--- config.mk ---
export PLATFORM = sky130hd
export DESIGN_NAME = mpu_store_stream
export DESIGN_NICKNAME = d
export VERILOG_FILES = /design/src/rtl/mpu_store_stream.sv
export SDC_FILE = /design/constraint.sdc
export NUM_CORES = 1
export LEC_CHECK = 0
export ABC_AREA = 1
export CAP_MARGIN = 20
export CORE_MARGIN = 2
export CORE_UTILIZATION = 48
export CTS_CLUSTER_DIAMETER = 100
export DETAILED_ROUTE_END_ITERATION = 10
export GPL_TIMING_DRIVEN = 0
export PLACE_DENSITY = 0.89
export SYNTH_ARGS = -nofsm -noshare
export SYNTH_HDL_FRONTEND = slang
export SYNTH_SLANG_ARGS = --single-unit
--- constraint.sdc ---
create_clock -name clk -period 2.93 [get_ports clk]
set_input_delay 0.586 -clock clk [delete_from_list [all_inputs] [get_ports clk]]
set_output_delay 0.586 -clock clk [all_outputs]
set_load 0.1 [all_outputs]
--- src/rtl/mpu_store_stream.sv ---
// Reads a matrix register one LANES-wide slice per request and streams it out as memory beats.
// Register data returns one cycle after the request and passes through a 2-entry fall-through FIFO.
`timescale 1ns/1ps
module mpu_store_stream #(
    parameter int ELEM_W = 32,
    parameter int DIM_W  = 4,
    parameter int LANES  = 2,
    parameter int REG_W  = 3
) (
    input  logic                    clk,
    input  logic                    rst_n,
    input  logic                    start,
    input  logic                    col_major,
    input  logic [REG_W-1:0]        reg_addr_in,
    input  logic [DIM_W-1:0]        m_size_in,
    input  logic [DIM_W-1:0]        n_size_in,
    output logic                    reg_rd_en,
    output logic [REG_W-1:0]        reg_rd_addr,
    output logic [LANES*DIM_W-1:0]  reg_rd_i,
    output logic [LANES*DIM_W-1:0]  reg_rd_j,
    input  logic [LANES*ELEM_W-1:0] reg_rd_data,
    output logic                    mem_valid,
    input  logic                    mem_ready,
    output logic [LANES*ELEM_W-1:0] mem_data,
    output logic [LANES-1:0]        mem_strb,
    output logic                    mem_last,
    output logic [DIM_W-1:0]        mem_m_size,
    output logic [DIM_W-1:0]        mem_n_size,
    output logic                    busy,
    output logic                    done
);

    // state  | meaning
    // IDLE   | waiting for start
    // RUN    | issuing register reads
    // DRAIN  | all reads issued, emptying the beat pipeline
    // FINISH | one-cycle done pulse
    typedef enum logic [1:0] {IDLE, RUN, DRAIN, FINISH} state_t;

    localparam int CNT_W = 2 * DIM_W;

    state_t state_q, state_d;

    logic                    col_major_q;
    logic [REG_W-1:0]        reg_addr_q;
    logic [DIM_W-1:0]        m_q, n_q;
    logic [CNT_W-1:0]        elem_left_q;
    logic [DIM_W-1:0]        cur_i_q, cur_j_q;
    logic [DIM_W-1:0]        walk_i, walk_j;
    logic [LANES-1:0]        lane_strb;
    logic [31:0]             left_ext;
    logic                    issue, final_rd;

    logic                    rd_pend_q;
    logic [LANES-1:0]        pend_strb_q;
    logic                    pend_last_q;
    logic [LANES*ELEM_W-1:0] rd_data_masked;

    logic [LANES*ELEM_W-1:0] fifo_data_q [2];
    logic [LANES-1:0]        fifo_strb_q [2];
    logic                    fifo_last_q [2];
    logic                    wr_ptr_q, rd_ptr_q;
    logic [1:0]              fifo_cnt_q;

    logic                    use_fifo, pop, fifo_pop, push;
    logic [LANES*ELEM_W-1:0] head_data;
    logic [LANES-1:0]        head_strb;
    logic                    head_last;

    assign left_ext = 32'(elem_left_q);
    assign final_rd = left_ext <= 32'(LANES);
    assign issue    = (state_q == RUN) && ((fifo_cnt_q + {1'b0, rd_pend_q}) < 2'd2);

    // Walk the element sequence lane by lane from the current position.
    always_comb begin
        lane_strb = '0;
        reg_rd_i  = '0;
        reg_rd_j  = '0;
        walk_i    = cur_i_q;
        walk_j    = cur_j_q;
        for (int k = 0; k < LANES; k++) begin
            if (32'(k) < left_ext) begin
                lane_strb[k] = 1'b1;
                if (issue) begin
                    reg_rd_i[k*DIM_W +: DIM_W] = walk_i;
                    reg_rd_j[k*DIM_W +: DIM_W] = walk_j;
                end
                if (col_major_q) begin
                    if (walk_i == m_q - 1'b1) begin
                        walk_i = '0;
                        walk_j = walk_j + 1'b1;
                    end else begin
                        walk_i = walk_i + 1'b1;
                    end
                end else begin
                    if (walk_j == n_q - 1'b1) begin
                        walk_j = '0;
                        walk_i = walk_i + 1'b1;
                    end else begin
                        walk_j = walk_j + 1'b1;
                    end
                end
            end
        end
    end

    // Lanes past the end of the matrix must read back as zero.
    always_comb begin
        rd_data_masked = '0;
        for (int k = 0; k < LANES; k++) begin
            if (pend_strb_q[k]) begin
                rd_data_masked[k*ELEM_W +: ELEM_W] = reg_rd_data[k*ELEM_W +: ELEM_W];
            end
        end
    end

    assign use_fifo  = fifo_cnt_q != 2'd0;
    assign head_data = use_fifo ? fifo_data_q[rd_ptr_q] : rd_data_masked;
    assign head_strb = use_fifo ? fifo_strb_q[rd_ptr_q] : pend_strb_q;
    assign head_last = use_fifo ? fifo_last_q[rd_ptr_q] : pend_last_q;

    assign mem_valid = use_fifo || rd_pend_q;
    assign mem_data  = mem_valid ? head_data : '0;
    assign mem_strb  = mem_valid ? head_strb : '0;
    assign mem_last  = mem_valid && head_last;
    assign pop       = mem_valid && mem_ready;
    assign fifo_pop  = pop && use_fifo;
    assign push      = rd_pend_q && !(pop && !use_fifo);

    assign reg_rd_en   = issue;
    assign reg_rd_addr = reg_addr_q;
    assign mem_m_size  = m_q;
    assign mem_n_size  = n_q;
    assign busy        = state_q != IDLE;
    assign done        = state_q == FINISH;

    always_comb begin
        state_d = state_q;
        unique case (state_q)
            IDLE: begin
                if (start) begin
                    if (m_size_in == '0 || n_size_in == '0) begin
                        state_d = FINISH;
                    end else begin
                        state_d = RUN;
                    end
                end
            end
            RUN:    if (issue && final_rd) state_d = DRAIN;
            DRAIN:  if (pop && head_last) state_d = FINISH;
            FINISH: state_d = IDLE;
            default: state_d = IDLE;
        endcase
    end

    always_ff @(posedge clk) begin
        if (!rst_n) begin
            state_q <= IDLE;
        end else begin
            state_q <= state_d;
        end
    end

    always_ff @(posedge clk) begin
        if (!rst_n) begin
            col_major_q <= 1'b0;
            reg_addr_q  <= '0;
            m_q         <= '0;
            n_q         <= '0;
            elem_left_q <= '0;
            cur_i_q     <= '0;
            cur_j_q     <= '0;
            rd_pend_q   <= 1'b0;
            pend_strb_q <= '0;
            pend_last_q <= 1'b0;
        end else begin
            if (state_q == IDLE && start) begin
                col_major_q <= col_major;
                reg_addr_q  <= reg_addr_in;
                m_q         <= m_size_in;
                n_q         <= n_size_in;
                elem_left_q <= CNT_W'(m_size_in) * CNT_W'(n_size_in);
                cur_i_q     <= '0;
                cur_j_q     <= '0;
            end else if (issue) begin
                cur_i_q     <= walk_i;
                cur_j_q     <= walk_j;
                elem_left_q <= final_rd ? '0 : elem_left_q - CNT_W'(LANES);
            end
            rd_pend_q   <= issue;
            pend_strb_q <= lane_strb;
            pend_last_q <= final_rd;
        end
    end

    always_ff @(posedge clk) begin
        if (!rst_n) begin
            fifo_data_q[0] <= '0;
            fifo_data_q[1] <= '0;
            fifo_strb_q[0] <= '0;
            fifo_strb_q[1] <= '0;
            fifo_last_q[0] <= 1'b0;
            fifo_last_q[1] <= 1'b0;
            wr_ptr_q       <= 1'b0;
            rd_ptr_q       <= 1'b0;
            fifo_cnt_q     <= 2'd0;
        end else begin
            if (push) begin
                fifo_data_q[wr_ptr_q] <= rd_data_masked;
                fifo_strb_q[wr_ptr_q] <= pend_strb_q;
                fifo_last_q[wr_ptr_q] <= pend_last_q;
                wr_ptr_q              <= ~wr_ptr_q;
            end
            if (fifo_pop) begin
                rd_ptr_q <= ~rd_ptr_q;
            end
            case ({push, fifo_pop})
                2'b10:   fifo_cnt_q <= fifo_cnt_q + 2'd1;
                2'b01:   fifo_cnt_q <= fifo_cnt_q - 2'd1;
                default: ;
            endcase
        end
    end

endmodule
==> summary.txt <==
Timing
  • Clock Skew: 0.00793 ns
  • Max-slew violation count: 0
  • Worst rel slew slack: 0.328
  • Final worst-path cycle share: 1.00
  • Final Hold Fails: 0
  • Worst-margin pin slew: 1.01 ns
  • Total negative slack: -0.00533 ns
  • Final hold slack: 0.463 ns
  • Post-route worst setup slack: -0.00533 ns
  • Final setup viols: 1
  • Fmax: 341 MHz
  • RSZ-0062 raised after global routing: yes
  • Min Tclk post-route: 2.94 ns

Die
  • CORE AREA: 19600 sq um
  • Width of the die: 146 um
  • Die Ht: 146 um
  • Die area: 21200 sq um
  • Starting Density: 0.491
  • Num rows: 51
  • IO Pins: 178

Power and ir drop
  • Static leakage: 0.00586 uW
  • Switching fraction of total power: 0.530
  • Maximum vdd drop: 0.000514 V
  • Power density cells: 998 nW/um^2
  • P_sw: 6980 uW
  • P_int: 6200 uW
  • Final Power: 13200 uW
  • Combinational power share: 0.593
  • Sequential share of power: 0.240
  • Clock group share of total power: 0.167

Synth
  • Post-synth top area cell: edfxtp_1
  • Number of enable flip-flop cells after synthesis: 132
  • Seq cells post-synth: 173
  • Synth Net Count: 1303
  • Primary FF master, synth: edfxtp_1
  • Avg Synthesized Cell Area: 8.06 sq um
  • Synth top area share: 0.412
  • Most common cell in the netlist: nor2_1
  • Area contributors post-synth: edfxtp_1, nor2_1, dfxtp_1, inv_1, nand2_1
  • Ys async rst share: 0
  • Syn Std Cell Area: 9620 sq um
  • Sequential element share of the synthesized area: 0.497
  • Warnings from Yosys: 0
  • Synth cell count leaders: nor2_1, inv_1, nand2_1
  • Post-synthesis cell type count: 43
  • Cells after Synth: 1193

Finish
  • Final net count: 1528
  • N_diodes: 0
  • Fraction of layout cells with a size suffix above 1: 0.240
  • Final Cell Area: 13200 sq um
  • Area Overhead vs Synth: 37.3%
  • Fill count: 1517

Critical path
  • Critical path arrival: 2.35 ns
  • Setup CP Type: flip-flop to output port
  • CP Launch Type: flip-flop
  • CP max FO: 4
  • Worst endpoint required time: 2.34 ns
  • CP endpoint kind: output port

GRT
  • M2 GR Usage: 0.421
  • Initial antenna violation count: 0
  • Vias in the first global route: 8778
  • M3 GR Usage: 0.0461
  • Largest net degree at the start of global routing: 67
  • Global Route Usage Sum: 0.250
  • First-pass GRT wire length: 42.8 mm
  • Grt total ovfl: 0
  • Met1 Use GR: 0.312
  • Global route hottest layer: met2

Outcome
  • Status: finished with violations
  • Failing checks: setup timing

Placed design
  • DPL Wire Length: 19.1 mm
  • I/O Buffers: 176
  • Routability cong.: 0.953
  • Dpl cell area: 12200 sq um

Route
  • Post-route ant nets: 0
  • DR iter-0 viols: 826
  • Wire per inst: 16.5 um
  • Via density per instance: 5.43
  • Final WL: 28.0 mm
  • DRC: 0
  • Drt pass-1 iters: 7
  • Routed via count: 9213

Clocking
  • Num CTS Buffers: 17
  • Max Root-Sink Buffers: 2
  • H-Tree Depth: 4
  • CTS sink count: 173
  • Worst skew pair latency: 0.43 ns
  • CTS tree: built
  • Clock root buffer: clkbuf_16
  • Worst-path clk slew: 0.07 ns

Min path
  • HP Class: flip-flop to flip-flop

Job
  • Max cap viols: 0
-- cell families after synthesis --
| family | after synthesis | share of synthesized area |
|---|---|---|
| AO/OA/AOI/OAI | 216 | 0.124 |
| buffers and inverters | 218 | 0.0865 |
| adder cells (fa/ha/maj) | 30 | 0.0421 |
| XOR/XNOR | 10 | 0.00911 |
| flip-flops | 173 | 0.497 |
| AND/OR/NAND/NOR | 546 | 0.241 |
-- per-stage QoR --
step | instances | worst slack [ns] | util
after detailed placement | 1634 | -1.10 | 0.622
after CTS | 1682 | 0.000888 | 0.657
after floorplan | 1193 | -0.345 | -
after global routing | 1696 | -0.114 | 0.674
final | 1696 | -0.00533 | 0.674
after global placement | 1634 | -1.25 | 0.622
-- power groups by stage --
| stage | Clock (uW) | Sequential, uW | Combinational, uW |
|---|---|---|---|
| after floorplan | 0 | 3410 | 5250 |
| after global placement | 0 | 3180 | 6940 |
| after detailed placement | 0 | 3190 | 7080 |
| after CTS | 2210 | 3140 | 7220 |
| after global routing | 2310 | 3180 | 8310 |
| final | 2210 | 3160 | 7810 |
-- path summary, 6_finish.rpt --
path	start	endpoint	slack, ns	cells after the start
worst min register to register	rd_ptr_q$_SDFFE_PN0P_	flip-flop	0.46	1
worst min-delay path	rd_ptr_q$_SDFFE_PN0P_	flip-flop	0.46	1
worst max-delay path	mem_n_size[0]$_SDFFE_PN0P_	reg_rd_i[7]	-0.005	13
worst max register to register	mem_n_size[0]$_SDFFE_PN0P_	cur_i_q[0]$_SDFFE_PP0P_	0.25	22
-- critical path, cell delays in order (launching register included) --
cell and delay [ns]:
dfxtp_4 0.37, inv_6 0.04, ha_4 0.27, inv_2 0.04
nand2_2 0.07, nand4_4 0.08, nor2_4 0.15, nand2_2 0.10
a21oi_4 0.22, nand2_2 0.11, nand2_4 0.09, nand2_4 0.06
nor2_4 0.12, buf_12 0.19
-- placed cells by master, fill, tap and decap left out, types with 24 or more instances in the layout --
cell | Yosys | routed
inv_1 | 150 | 145
clkbuf_1 | 51 | 31
o22ai_2 | 0 | 33
buf_4 | 1 | 85
o21ai_0 | 96 | 96
ha_1 | 26 | 24
nor2_1 | 269 | 256
a21oi_1 | 67 | 45
nand3_1 | 78 | 78
nand2_1 | 150 | 124
dfxtp_1 | 41 | 34
edfxtp_1 | 132 | 132
clkdlybuf4s50_1 | 0 | 82
-- per-layer routing --
| layer | up-vias | share of wire |
|---|---|---|
| met4 | 0 | 0.039 |
| met2 | 444 | 0.50 |
| met1 | 4289 | 0.39 |
| li1 | 4386 | - |
| met5 | - | 0 |
| met3 | 94 | 0.072 |
-- final cells by class --
| type | count | area (sq um) | share of cell area |
|---|---|---|---|
| clock buffer | 17 | 425 | 0.0322 |
| tap | 265 | 332 | 0.0251 |
| timing repair buffer | 207 | 1930 | 0.146 |
| clock inverter | 15 | 149 | 0.0113 |
| buffer | 57 | 267 | 0.0202 |
| multi-input combinational | 802 | 4700 | 0.356 |
| inverter | 160 | 611 | 0.0462 |
| sequential | 173 | 4800 | 0.364 |
-- what timing repair did --
action                     4_1_cts  5_1_grt
gates resized for setup        585      104
hold buffers                     0        0
pin swaps                       19       35
setup endpoints to repair       91       83
buffers inserted                17       15
-- state kept, by name, summed over array words and instances, names as in the netlist, named ones only --
signal	cells
col_major_q	1
fifo_last_q	2
cur_i_q	4
pend_last_q	1
elem_left_q	8
wr_ptr_q	1
rd_pend_q	1
fifo_strb_q	4
fifo_cnt_q	2
fifo_data_q	128
cur_j_q	4
state_q	2
rd_ptr_q	1
pend_strb_q	2
reg_rd_addr	3
mem_n_size	4
mem_m_size	4
No activity file was read; power rests on OpenSTA's default activity.
